`src/rtl/ysyx_2022040010_rr_arbit_pkg.sv`:
```
// Shared constants for the round-robin bus arbiter.
package ysyx_2022040010_rr_arbit_pkg;

  // Arbiter FSM state encoding
  localparam logic [1:0] ST_IDLE = 2'd0;
  localparam logic [1:0] ST_WB   = 2'd1;
  localparam logic [1:0] ST_RD   = 2'd2;
  localparam logic [1:0] ST_DONE = 2'd3;

  // Bus direction encoding on rw_req_o
  localparam logic RW_READ  = 1'b0;
  localparam logic RW_WRITE = 1'b1;

  // Transfer size: always a full 8-byte beat
  localparam logic [1:0] SIZE_8B = 2'b11;

  // Width of the bus transaction id
  localparam int unsigned ID_W = 4;

endpackage

```
`src/rtl/ysyx_2022040010_rr_pick.sv`:
```
// Rotating priority selector: first requester at or after start, wrapping.
module ysyx_2022040010_rr_pick
  import ysyx_2022040010_rr_arbit_pkg::*;
#(
  parameter int unsigned N = 3
) (
  input  logic [N-1:0]         req,
  input  logic [$clog2(N)-1:0] start,
  output logic [N-1:0]         grant,
  output logic                 valid
);

  localparam int unsigned IW  = $clog2(N);
  localparam int unsigned IW1 = IW + 1;

  logic [IW1-1:0] idx;

  // Walk channels from start, modulo N, and take the first active one
  always_comb begin
    grant = '0;
    valid = 1'b0;
    idx   = '0;
    for (int unsigned i = 0; i < N; i++) begin
      idx = IW1'(start) + IW1'(i);
      if (idx >= IW1'(N)) begin
        idx = idx - IW1'(N);
      end
      if (!valid && req[idx[IW-1:0]]) begin
        grant[idx[IW-1:0]] = 1'b1;
        valid              = 1'b1;
      end
    end
  end

endmodule

```
`src/rtl/ysyx_2022040010_rr_arbit.sv`:
```
// Arbitrates per-channel refill/writeback requests onto one shared bus.
module ysyx_2022040010_rr_arbit
  import ysyx_2022040010_rr_arbit_pkg::*;
#(
  parameter int unsigned NUM_CH = 3,
  parameter int unsigned ADDR_W = 32,
  parameter int unsigned DATA_W = 64,
  parameter int unsigned RR_EN  = 1
) (
  input  logic                       clock,
  input  logic                       reset,
  input  logic [NUM_CH-1:0]          req_re_i,
  input  logic [NUM_CH-1:0]          req_we_i,
  input  logic [NUM_CH*ADDR_W-1:0]   req_addr_i,
  input  logic [NUM_CH*DATA_W-1:0]   req_wdata_i,
  input  logic [NUM_CH*DATA_W/8-1:0] req_mask_i,
  output logic [NUM_CH-1:0]          resp_valid_o,
  output logic [DATA_W-1:0]          resp_rdata_o,
  output logic                       rw_valid_o,
  input  logic                       rw_ready_i,
  output logic                       rw_req_o,
  output logic [ADDR_W-1:0]          rw_addr_o,
  output logic [1:0]                 rw_size_o,
  output logic [DATA_W/8-1:0]        w_mask_o,
  output logic [DATA_W-1:0]          data_write_o,
  input  logic [DATA_W-1:0]          data_read_i,
  output logic [ID_W-1:0]            rw_id_o,
  input  logic [ID_W-1:0]            rw_id_i,
  output logic                       stall_o,
  output logic                       id_err_o
);

  localparam int unsigned MASK_W = DATA_W / 8;
  localparam int unsigned IDX_W  = $clog2(NUM_CH);

  logic [1:0]        state_q, state_n;
  logic [IDX_W-1:0]  last_q;
  logic              excl_q;
  logic              re_q;

  logic [NUM_CH-1:0] excl_vec, req_vec, pick_gnt;
  logic              pick_vld, grant_ok;
  logic [IDX_W-1:0]  start_idx, sel_idx;
  logic [ADDR_W-1:0] sel_addr;
  logic [DATA_W-1:0] sel_wdata;
  logic [MASK_W-1:0] sel_mask;
  logic              sel_re, sel_we;
  logic              bus_act;

  // Hold the channel just served out of the first IDLE cycle after DONE
  assign excl_vec = excl_q ? (NUM_CH'(1) << last_q) : '0;
  assign req_vec  = (req_re_i | req_we_i) & ~excl_vec;

  // Search start: one past the last grant, or always channel 0 in fixed mode
  assign start_idx = (RR_EN == 0)                       ? '0 :
                     (last_q == IDX_W'(NUM_CH - 1))     ? '0 :
                                                          last_q + IDX_W'(1);

  ysyx_2022040010_rr_pick #(
    .N(NUM_CH)
  ) u_pick (
    .req   (req_vec),
    .start (start_idx),
    .grant (pick_gnt),
    .valid (pick_vld)
  );

  // Fixed mode idles through the exclusion cycle so the top channel keeps winning
  assign grant_ok = pick_vld && !((RR_EN == 0) && excl_q);

  // Mux the winning channel's request fields
  always_comb begin
    sel_idx   = '0;
    sel_addr  = '0;
    sel_wdata = '0;
    sel_mask  = '0;
    sel_re    = 1'b0;
    sel_we    = 1'b0;
    for (int unsigned i = 0; i < NUM_CH; i++) begin
      if (pick_gnt[i]) begin
        sel_idx   = IDX_W'(i);
        sel_addr  = req_addr_i[i*ADDR_W +: ADDR_W];
        sel_wdata = req_wdata_i[i*DATA_W +: DATA_W];
        sel_mask  = req_mask_i[i*MASK_W +: MASK_W];
        sel_re    = req_re_i[i];
        sel_we    = req_we_i[i];
      end
    end
  end

  // Next-state logic
  always_comb begin
    state_n = state_q;
    case (state_q)
      ST_IDLE: if (grant_ok)   state_n = sel_we ? ST_WB : ST_RD;
      ST_WB:   if (rw_ready_i) state_n = re_q ? ST_RD : ST_DONE;
      ST_RD:   if (rw_ready_i) state_n = ST_DONE;
      ST_DONE:                 state_n = ST_IDLE;
      default:                 state_n = ST_IDLE;
    endcase
  end

  assign bus_act = (state_q == ST_WB) || (state_q == ST_RD);

  // State, latched request and registered bus/response outputs
  always_ff @(posedge clock) begin
    if (reset) begin
      state_q      <= ST_IDLE;
      last_q       <= IDX_W'(NUM_CH - 1);
      excl_q       <= 1'b0;
      re_q         <= 1'b0;
      rw_valid_o   <= 1'b0;
      rw_req_o     <= RW_READ;
      rw_addr_o    <= '0;
      w_mask_o     <= '0;
      data_write_o <= '0;
      rw_id_o      <= '0;
      resp_valid_o <= '0;
      resp_rdata_o <= '0;
      id_err_o     <= 1'b0;
    end else begin
      state_q      <= state_n;
      excl_q       <= (state_q == ST_DONE);
      rw_valid_o   <= (state_n == ST_WB) || (state_n == ST_RD);
      rw_req_o     <= (state_n == ST_WB) ? RW_WRITE : RW_READ;
      resp_valid_o <= (state_n == ST_DONE) ? (NUM_CH'(1) << last_q) : '0;
      if ((state_q == ST_IDLE) && grant_ok) begin
        last_q       <= sel_idx;
        rw_id_o      <= ID_W'(sel_idx);
        rw_addr_o    <= sel_addr;
        data_write_o <= sel_wdata;
        w_mask_o     <= sel_mask;
        re_q         <= sel_re;
      end
      if ((state_q == ST_RD) && rw_ready_i) begin
        resp_rdata_o <= data_read_i;
      end
      if (bus_act && rw_ready_i && (rw_id_i != rw_id_o)) begin
        id_err_o <= 1'b1;
      end
    end
  end

  assign rw_size_o = SIZE_8B;

  // Stall while anyone asks or a transfer is open; release in the DONE cycle
  assign stall_o = (state_q != ST_DONE) &&
                   ((|(req_re_i | req_we_i)) || (state_q != ST_IDLE));

endmodule

```
`config.mk`:
```
export PLATFORM = sky130hd
export DESIGN_NAME = ysyx_2022040010_rr_arbit
export DESIGN_NICKNAME = d
export VERILOG_FILES = /design/src/rtl/ysyx_2022040010_rr_arbit_pkg.sv /design/src/rtl/ysyx_2022040010_rr_pick.sv /design/src/rtl/ysyx_2022040010_rr_arbit.sv
export SDC_FILE = /design/constraint.sdc
export NUM_CORES = 1
export LEC_CHECK = 0
export ABC_CLOCK_PERIOD_IN_PS = 2500
export BUFFER_PORTS_ARGS = -buffer_cell sky130_fd_sc_hd__buf_4
export CELL_PAD_IN_SITES_DETAIL_PLACEMENT = 1
export CELL_PAD_IN_SITES_GLOBAL_PLACEMENT = 2
export CORE_AREA = 2 2 220 222
export DETAILED_ROUTE_END_ITERATION = 7
export DIE_AREA = 0 0 222 224
export GPL_ROUTABILITY_DRIVEN = 0
export PLACE_DENSITY = 0.75
export SLEW_MARGIN = 20
export SYNTH_ARGS = -nofsm -noshare
export SYNTH_HDL_FRONTEND = slang
export SYNTH_SLANG_ARGS = --single-unit
```
`constraint.sdc`:
```
create_clock -name clock -period 2.5 [get_ports clock]
set_clock_uncertainty 0.1 [all_clocks]
set_input_delay 0.5 -clock clock [delete_from_list [all_inputs] [get_ports clock]]
set_output_delay 0.5 -clock clock [all_outputs]
set_load 0.05 [all_outputs]
```
# ---- After elaboration in Yosys (flattened, before gate mapping)
# Cells that the tools add are included.
dict set report totals {
  regBits 182
  input_bits 389
  output_inout_bits 181
  elab_cells 110
}
dict set report classes {
  n_addsub 6
  magnitude_cmp 9
  n_eq_ne 9
  n_shift 1
  muxes 47
  n_bitwise 6
  n_reduce_logical 19
}
# operator n
set op_table {}
lappend op_table {{64-bit 2-to-1 mux} 3}
lappend op_table {{32-bit 2-to-1 mux} 3}
lappend op_table {{8-bit 2-to-1 mux} 3}
lappend op_table {{1-bit 2-to-1 mux} 18}
lappend op_table {{2-bit 2-to-1 mux} 9}
lappend op_table {{3-bit 2-to-1 mux} 4}
lappend op_table {{2-bit equality test, second input constant} 5}
lappend op_table {{1-bit logical AND} 10}
lappend op_table {{2-bit by 3-bit < comparator with 1-bit output, second input constant} 3}
lappend op_table {{3-bit bitwise OR} 3}
lappend op_table {{2-bit case mux with 4 select lines} 1}
lappend op_table {{1-bit binary-select mux with 2-bit select} 3}
lappend op_table {{1-bit demux with 2-bit select} 3}
lappend op_table {{2-bit by 1-bit greater-or-equal comparator with 1-bit output, second input constant} 3}
lappend op_table {{3-bit by 2-bit greater-or-equal comparator with 1-bit output, second input constant} 2}
lappend op_table {{2-bit subtractor, second input constant} 3}
lappend op_table {{2-bit by 1-bit equality test with 1-bit output, second input constant} 2}
lappend op_table {{4-bit by 2-bit inequality test with 1-bit output} 1}
lappend op_table {{2-bit by 1-bit adder with 3-bit output, second input constant} 1}
lappend op_table {{2-bit by 2-bit adder with 3-bit output, second input constant} 1}
lappend op_table {{3-bit bitwise AND} 1}
lappend op_table {{1-bit logical OR} 3}
lappend op_table {{3-bit inverter} 1}
lappend op_table {{3-bit OR reduction} 1}
lappend op_table {{9 further kinds} 10}

# ---- Depth between registers and ports, before layout
# Gate-level depths: netlist of the first run.
dict set report depth {
  depth_word 22
  ltp_mapped 10
  mapped_depth_nobuf 9
}

# ---- Modules after synthesis
# A second synthesis of the first run with hierarchy kept.
dict set report hier_totals {
  hier_cells 1224
  area_unflattened_um2 9345.2
}
# mod instances cells_each area_each_um2 seq_area_each_um2
set modules_own_cells {}
lappend modules_own_cells {ysyx_2022040010_rr_arbit 1 1187 9059.9 3623.5}
lappend modules_own_cells {ysyx_2022040010_rr_pick 1 37 285.3 0.0}

# ---- Worst setup path before layout of the first run
# No wires, ideal clock.
dict set report synth_path {
  kind {input to register}
  from {input port req_we_i[1]}
  to {register rw_addr_o[2]}
  setup_time_ns 0.129
  arrival_ns 2.207
  required_ns 2.271
  setup_slack_ns 0.064
  path_stages 8
  path_buffers 3
  cell_sequence {buf_2 -> or4_4 -> a221oi_4 -> nor2_2 -> buf_2 -> buf_2 -> a221oi_2 -> a21oi_2}
}
dict set report synth_via {
  elab_chain_len 14
  elab_cells_between_ends 24
  classes_between {15 x mux; 4 x bitwise; 5 x reduce/logical}
}
# element line
set synth_rtl {}
lappend synth_rtl {{start, declared} ysyx_2022040010_rr_arbit.sv:13} ;# input logic [NUM_CH-1:0] req_we_i,
lappend synth_rtl {{3-bit bitwise OR (*)} ysyx_2022040010_rr_arbit.sv:52} ;# assign req_vec = (req_re_i | req_we_i) & ~excl_vec;
lappend synth_rtl {{3-bit bitwise AND (*)} ysyx_2022040010_rr_arbit.sv:52}
lappend synth_rtl {{1-bit binary-select mux with 2-bit select} ysyx_2022040010_rr_pick.sv:28} ;# if (!valid && req[idx[IW-1:0]]) begin
lappend synth_rtl {{1-bit 2-to-1 mux (not written as such)} ysyx_2022040010_rr_pick.sv:28}
lappend synth_rtl {{1-bit 2-to-1 mux} ysyx_2022040010_rr_pick.sv:28}
lappend synth_rtl {{1-bit zero test} ysyx_2022040010_rr_pick.sv:28}
lappend synth_rtl {{1-bit logical AND} ysyx_2022040010_rr_pick.sv:28}
lappend synth_rtl {{1-bit 2-to-1 mux} ysyx_2022040010_rr_pick.sv:28}
lappend synth_rtl {{1-bit zero test} ysyx_2022040010_rr_pick.sv:28}
lappend synth_rtl {{1-bit logical AND} ysyx_2022040010_rr_pick.sv:28}
lappend synth_rtl {{3-bit 2-to-1 mux} ysyx_2022040010_rr_pick.sv:28}
lappend synth_rtl {{32-bit 2-to-1 mux (3 in series)} ysyx_2022040010_rr_arbit.sv:80} ;# if (pick_gnt[i]) begin
lappend synth_rtl {{end signal, assigned} ysyx_2022040010_rr_arbit.sv:130} ;# rw_addr_o <= sel_addr;
lappend synth_rtl {{end, declared} ysyx_2022040010_rr_arbit.sv:22} ;# output logic [ADDR_W-1:0] rw_addr_o,
# Mark *: on every way between the ends. The rest lies on a longest branch, timed or not. The select of a mux whose other input is x is not followed.
# A chain may end at the register's enable or synchronous reset.

# ---- Final worst setup path of the first run
dict set report layout_path {
  from {register last_q[1]}
  to {register rw_addr_o[8]}
}
dict set report layout_via {
  elab_chain_len 16
  elab_cells_between_ends 55
  classes_between {6 x add/sub; 9 x order compare; 1 x eq/ne; 1 x shift; 26 x mux; 4 x bitwise; 8 x reduce/logical}
}
# element line
set layout_rtl {}
lappend layout_rtl {{start, declared} ysyx_2022040010_rr_arbit.sv:37} ;# logic [IDX_W-1:0] last_q;
lappend layout_rtl {{start signal, assigned} ysyx_2022040010_rr_arbit.sv:109} ;# last_q <= IDX_W'(NUM_CH - 1);
lappend layout_rtl {{start signal, assigned} ysyx_2022040010_rr_arbit.sv:128} ;# last_q <= sel_idx;
lappend layout_rtl {{2-bit by 1-bit adder with 2-bit output, or another cell as far along} ysyx_2022040010_rr_arbit.sv:57} ;# last_q + IDX_W'(1);
lappend layout_rtl {{2-bit 2-to-1 mux or 3-bit 2-to-1 mux (tied branches)} {ysyx_2022040010_rr_arbit.sv:56, ysyx_2022040010_rr_arbit.sv:51}}
lappend layout_rtl {{2-bit by 1-bit adder with 3-bit output, or another cell as far along} ysyx_2022040010_rr_pick.sv:24} ;# idx = IW1'(start) + IW1'(i);
lappend layout_rtl {{3-bit by 2-bit greater-or-equal comparator with 1-bit output, or another cell as far along} ysyx_2022040010_rr_pick.sv:25} ;# if (idx >= IW1'(N)) begin
lappend layout_rtl {{2-bit 2-to-1 mux, or another cell as far along} ysyx_2022040010_rr_pick.sv:25}
lappend layout_rtl {{2-bit by 3-bit < comparator with 1-bit output (not written as such), or another cell as far along} ysyx_2022040010_rr_pick.sv:29} ;# grant[idx[IW-1:0]] = 1'b1;
lappend layout_rtl {{1-bit logical AND (not written as such), or another cell as far along} ysyx_2022040010_rr_pick.sv:29}
lappend layout_rtl {{1-bit 2-to-1 mux (not written as such), or another cell as far along} ysyx_2022040010_rr_pick.sv:29}
lappend layout_rtl {{1-bit demux with 2-bit select, or another cell as far along} --}
lappend layout_rtl {{3-bit bitwise OR (no line) or 1-bit 2-to-1 mux (tied branches)} --}
lappend layout_rtl {{3-bit 2-to-1 mux or 1-bit zero test (tied branches)} ysyx_2022040010_rr_pick.sv:28}
lappend layout_rtl {{3-bit bitwise OR (no line) or 1-bit logical AND (tied branches)} --}
lappend layout_rtl {{3-bit 2-to-1 mux} ysyx_2022040010_rr_pick.sv:28}
lappend layout_rtl {{32-bit 2-to-1 mux (3 in series)} ysyx_2022040010_rr_arbit.sv:80}
# Several ways; a longest one is shown, not always the timed one. The select of a mux whose other input is x is not followed.

==> impl_metrics.py, run 1 <==
metrics = {
    "timing": {
        "rsz0062_at_grt": "no",
        "hold_viol_final": 0,
        "worst_pin_slew_ns": 0.767,
        "finalCritPeriodShare_pct": 92.7,
        "slew_headroom_pct": 48.8,
        "timing.hold.ws_ns": 0.161,
        "period_needed_ns": 2.32,
        "finalSetupViolations": 0,
        "max_clock_freq_mhz": 431,
        "tns_ns": 0,
        "slew_viol_final": 0,
        "worst_slack_ns": 0.182,
    },
    "hold_path": {
        "worstHoldPathCells": 3,
        "min_path_type": "input pin to flip-flop",
    },
    "synth": {
        "yosys.area_share.adder_pct": 0.990,
        "yosysUniqueCellTypes": 49,
        "yosysSeqAreaShare_pct": 41.0,
        "synth-async-reset-ratio_pct": 0,
        "synth-simple-area-share_pct": 15.4,
        "synth_compound_area_share_pct": 35.8,
        "netlist_area_sq_mm": 0.00884,
        "synth_top_family_by_area": "compound AO/OA/AOI/OAI gates",
        "synth-seq-cells": 181,
        "syn_avg_cell_area_sq_um": 8.89,
        "synth_xor_area_share_pct": 0.198,
        "synth.area.mux_share_pct": 0,
        "synthCells": 995,
        "yosys_most_used_dff": "dfxtp_1",
        "synth_edf_count": 0,
        "yosysWarnings": 0,
    },
    "grt": {
        "gr-usage-all-layers_pct": 16.7,
        "grt_antenna_before_repair": 4,
        "grt_pass1_vias": 10475,
        "grt_max_degree": 107,
        "grt_pass1_wl_um": 63300,
        "gr-total-overflow": 0,
    },
    "floorplanning": {
        "core_area_sq_mm": 0.0473,
        "die_h_um": 224,
        "fp-row-count": 80,
        "die_x_um": 222,
        "fp.dieArea_sq_mm": 0.0497,
        "start_util_pct": 18.7,
        "ioPinCount": 570,
    },
    "place": {
        "place_hpwl_um": 32300,
        "pre_cts_slack_ns": -0.0744,
        "dp_cells": 2112,
        "numPortBuffers": 565,
        "place_area_sq_mm": 0.0139,
    },
    "run_status": {
        "status": "completed",
    },
    "power": {
        "p_per_area_mw_per_mm2": 1280,
        "finalPower_mw": 18.6,
        "vdd_drop_max_mv": 0.765,
        "p_leak_nw": 6.36,
    },
    "critical_path": {
        "arrival_ns": 2.55,
        "crit_path_end_kind": "flip-flop",
        "worst-path-max-fanout": 37,
        "setup.worst_path.class": "flip-flop to flip-flop",
        "worstRegToRegCells": 6,
        "required_ns": 2.74,
        "start_kind": "flip-flop",
    },
    "final_layout": {
        "fill_cells": 5553,
        "nNetsFinal": 1912,
        "final_common_cell": "buf_4",
        "areaGrowthSynthToFinish_pct": 64.7,
        "stdcell_count": 2149,
        "drive_above_1_share_pct": 45.5,
        "final_area_sq_mm": 0.0146,
        "final_cell_mix": "buf_4 (594), dfxtp_1 (180), a21oi_1 (173)",
        "final_util_pct": 30.8,
    },
    "clock_network": {
        "path_clk_slew_ns": 0.07,
        "clkSinkCount": 181,
        "cts_tree": "built",
        "clk_latency_ns": 0.47,
        "numCtsBuffers": 17,
        "root_buffer": "clkbuf_16",
        "cts_setup_buffers": 0,
        "clk_path_buf_depth": 2,
        "h-tree-depth": 4,
    },
    "detailed_routing": {
        "ant_nets": 0,
        "drt-total-wl_um": 42400,
        "vias": 9839,
        "via_per_inst": 4.58,
        "remaining_drc_errors": 0,
        "drt_iter0_markers": 503,
        "first_pass_iters": 4,
        "wl_per_cell_um": 19.7,
    },
    "run": {
        "drv_cap": 0,
    },
}
==> cell usage after synthesis (3+ instances only) <==
master / instances / share of area, %
o21ai_0: 3 / 0.17
a221oi_2: 40 / 6.8
clkbuf_1: 65 / 2.8
nand2_1: 137 / 5.8
inv_1: 9 / 0.38
a22o_1: 104 / 10
nor2b_1: 3 / 0.21
nor2_1: 6 / 0.25
a21oi_1: 173 / 9.8
buf_6: 3 / 0.38
nor3_1: 4 / 0.23
a31oi_1: 3 / 0.21
buf_4: 6 / 0.51
dfxtp_1: 181 / 41
buf_1: 7 / 0.30
buf_8: 4 / 0.68
ha_1: 7 / 0.99
o211ai_1: 5 / 0.42
nand2b_1: 106 / 7.5
a221oi_1: 64 / 6.3
buf_2: 27 / 1.5
==> registers in the layout (all words and copies together) (netlist names) <==
name and cells:
resp_valid_o 3, rw_id_o 1, rw_addr_o 32, data_write_o 64
excl_q 1, re_q 1, last_q 2, state_q 2
rw_req_o 1, resp_rdata_o 64, id_err_o 1, w_mask_o 8
rw_valid_o 1
==> final timing paths <==
path / startpoint / slack, ns / to
worst max-delay path: last_q[1] / 0.18 / rw_addr_o[8]
worst min-delay path: data_read_i[63] / 0.16 / resp_rdata_o[63]
worst max register to register: last_q[1] / 0.18 / rw_addr_o[8]
worst min register to register: resp_rdata_o[37] / 0.36 / resp_rdata_o[37]
==> metal layers <==
metal | vias up | track usage [%] | wire length, um
li1 | 4721 | - | -
met1 | 4711 | 18.3 | 16400
met2 | 363 | 29.0 | 21200
met3 | 44 | 6.75 | 3780
met4 | 0 | 6.30 | 915
met5 | - | 0 | 0
==> power breakdown <==
group	internal, mW	switching, mW
clock network	1.61	1.32
logic	3.93	7.22
registers	3.96	0.596
==> logic make-up after synthesis <==
kind of cell / after synthesis
AO/OA/AOI/OAI: 409
other: 2
XOR/XNOR: 2
adder cells (fa/ha/maj): 7
AND/OR/NAND/NOR: 273
flip-flops: 181
buffers and inverters: 121
==> area by class of cell <==
class | instances | area, sq um | share of cell area [%]
repair buffers | 612 | 4820 | 33.1
multi-input cells | 695 | 4690 | 32.2
flip-flops and latches | 181 | 3620 | 24.9
well taps | 615 | 769 | 5.28
clock buffers | 19 | 443 | 3.04
clock inverters | 13 | 170 | 1.17
inverters | 9 | 33.8 | 0.232
diodes | 5 | 12.5 | 0.0859
==> what timing repair did <==
item,4_1_cts,5_1_grt
gates resized for setup,0,2
setup endpoints to repair,0,5
hold buffers,0,0
==> worst max-delay path, cell delays in order, from the launching register on <==
cell      delay (ns)
dfxtp_1         0.43
or2_2           0.39
o221a_4         0.40
buf_12          0.23
a22o_1          0.28
a221oi_1        0.26
a21oi_1         0.07
Power figures use the tool's default switching activity.
==> run 2: changes to the inputs <==
--- a/config.mk
+++ b/config.mk
@@ -5,15 +5,15 @@
 export SDC_FILE = /design/constraint.sdc
 export NUM_CORES = 1
 export LEC_CHECK = 0
-export ABC_CLOCK_PERIOD_IN_PS = 2500
+export ABC_CLOCK_PERIOD_IN_PS = 2600
 export BUFFER_PORTS_ARGS = -buffer_cell sky130_fd_sc_hd__buf_4
 export CELL_PAD_IN_SITES_DETAIL_PLACEMENT = 1
 export CELL_PAD_IN_SITES_GLOBAL_PLACEMENT = 2
-export CORE_AREA = 2 2 220 222
+export CORE_AREA = 2 2 224 226
 export DETAILED_ROUTE_END_ITERATION = 7
-export DIE_AREA = 0 0 222 224
+export DIE_AREA = 0 0 226 228
 export GPL_ROUTABILITY_DRIVEN = 0
-export PLACE_DENSITY = 0.75
+export PLACE_DENSITY = 0.71
 export SLEW_MARGIN = 20
 export SYNTH_ARGS = -nofsm -noshare
 export SYNTH_HDL_FRONTEND = slang
==> constraint.sdc (replaced) <==
create_clock -name clock -period 2.6 [get_ports clock]
set_clock_uncertainty 0.1 [all_clocks]
set_input_delay 0.52 -clock clock [delete_from_list [all_inputs] [get_ports clock]]
set_output_delay 0.52 -clock clock [all_outputs]
set_load 0.05 [all_outputs]
==> impl_metrics.py, run 2 (synthesis results as in run 1) <==
metrics = {
    "run_status": {
        "status": "completed",
    },
    "detailed_routing": {
        "drt_iter0_markers": 384,
        "wl_met3_um": 3930,
        "via_per_inst": 4.46,
        "ant_nets": 0,
        "first_pass_iters": 4,
        "wl_per_cell_um": 19.5,
        "wl_met2_um": 21600,
        "vias": 9920,
        "drt-met1-wl_um": 16900,
        "drt-total-wl_um": 43400,
        "remaining_drc_errors": 0,
        "top_layer_used": "met5",
    },
    "timing": {
        "finalSetupViolations": 0,
        "timing.hold.ws_ns": 0.168,
        "slew_viol_final": 0,
        "max_clock_freq_mhz": 415,
        "hold_viol_final": 0,
        "rsz0062_at_grt": "no",
        "finalCritPeriodShare_pct": 92.7,
        "slew_headroom_pct": 29.7,
        "worst_slack_ns": 0.190,
        "worst_pin_slew_ns": 1.05,
        "period_needed_ns": 2.41,
    },
    "clock_network": {
        "clk_latency_ns": 0.49,
        "clk_path_buf_depth": 2,
        "h-tree-depth": 4,
        "cts_hold_buffers": 0,
        "cts_tree": "built",
        "ctsResizeCount": 0,
        "numCtsBuffers": 17,
        "cts_setup_buffers": 0,
        "path_clk_slew_ns": 0.08,
        "root_buffer": "clkbuf_16",
        "clkSinkCount": 181,
    },
    "final_layout": {
        "areaGrowthSynthToFinish_pct": 66.9,
        "final_common_cell": "buf_4",
        "nNetsFinal": 1933,
        "final_area_sq_mm": 0.0148,
        "drive_above_1_share_pct": 46.2,
        "reg_top3": "data_write_o (64), resp_rdata_o (64), rw_addr_o (32)",
        "final_cell_mix": "buf_4 (615), dfxtp_1 (181), a21oi_1 (173)",
    },
    "place": {
        "place_area_sq_mm": 0.0142,
        "numPortBuffers": 565,
        "place_hpwl_um": 34000,
        "pre_cts_slack_ns": -0.108,
    },
    "critical_path": {
        "setup.worst_path.class": "flip-flop to output port",
        "arrival_ns": 1.79,
        "worst-path-max-fanout": 8,
        "required_ns": 1.98,
        "crit_path_end_kind": "output port",
        "start_kind": "flip-flop",
    },
    "power": {
        "p_clk_share_pct": 14.7,
        "internal_power_mw": 9.07,
        "p_per_area_mw_per_mm2": 1220,
        "power_frac_seq_pct": 24.2,
        "sw_frac_of_total_pct": 49.8,
        "pwr-share-comb_pct": 61.1,
        "switching_power_mw": 9.00,
        "finalPower_mw": 18.1,
        "p_leak_nw": 6.47,
        "vdd_drop_max_mv": 0.488,
    },
    "grt": {
        "gr-usage-all-layers_pct": 16.5,
        "gr-total-overflow": 0,
        "grt_pass1_vias": 10531,
        "grt_max_degree": 85,
        "grt_pass1_wl_um": 63800,
        "grt_antenna_before_repair": 6,
    },
    "floorplanning": {
        "fp-row-count": 82,
        "start_util_pct": 17.9,
        "fp.dieArea_sq_mm": 0.0515,
        "ioPinCount": 570,
        "core_area_sq_mm": 0.0493,
        "die_x_um": 226,
        "die_h_um": 228,
    },
    "run": {
        "drv_cap": 0,
    },
    "hold_path": {
        "min_path_type": "input pin to flip-flop",
    },
}
[run 2: cell types whose count changed in the layout (fill, tap and decap cells not counted), moves of 3 or more]
| cell | delta |
|---|---|
| clkinv_4 | +3 |
| inv_8 | +3 |
| buf_4 | +21 |
| diode_2 | -3 |
| bufinv_16 | -3 |
| clkinvlp_4 | -3 |
| clkinv_8 | +3 |
[run 2: power by group through the flow]
stage	Sequential (mW)	Clock, mW	Combinational [mW]
after detailed placement	4.45	0	11.1
after CTS	4.39	2.79	11.2
final	4.37	2.66	11.0
after global routing	4.50	2.88	11.8
after floorplan	7.54	0	3.96
after global placement	4.40	0	11.0
[run 2: layout make-up]
class	instances	area [sq um]
clock buffers	17	425
inverters	9	33.8
fillers	5855	34600
multi-input cells	695	4690
flip-flops and latches	181	3620
diodes	2	5.00
repair buffers	633	4980
well taps	672	841
clock inverters	15	161
[run 2: path summary, 6_finish.rpt]
path	startpoint	to	slack, ns	depth (start not counted)
setup / recovery	state_q[0]	stall_o	0.19	4
hold / removal	data_read_i[43]	resp_rdata_o[43]	0.17	3
setup reg to reg	last_q[0]	data_write_o[20]	0.24	6
hold reg to reg	resp_rdata_o[47]	resp_rdata_o[47]	0.36	2
[run 2: through the flow]
step | TNS [ns] | utilization (%) | instances
floorplan | 0 | - | 997
global placement | -0.750 | 28.7 | 2190
detailed placement | -3.89 | 28.7 | 2190
CTS | 0 | 29.9 | 2222
global route | 0 | 29.9 | 2224
finish | 0 | 29.9 | 2224
[run 2: metal layers]
layer  global-route usage, %  vias to the layer above
met3                    6.66                       48
met5                       0                        -
li1                        -                     4763
met1                    17.7                     4744
met4                    6.13                        8
met2                    28.9                      357
[run 2: worst max-delay path: stages (launching register included)]
cell and delay, ns:
dfxtp_1 0.41, inv_1 0.11, ha_1 0.33, a31oi_1 0.20
buf_4 0.24
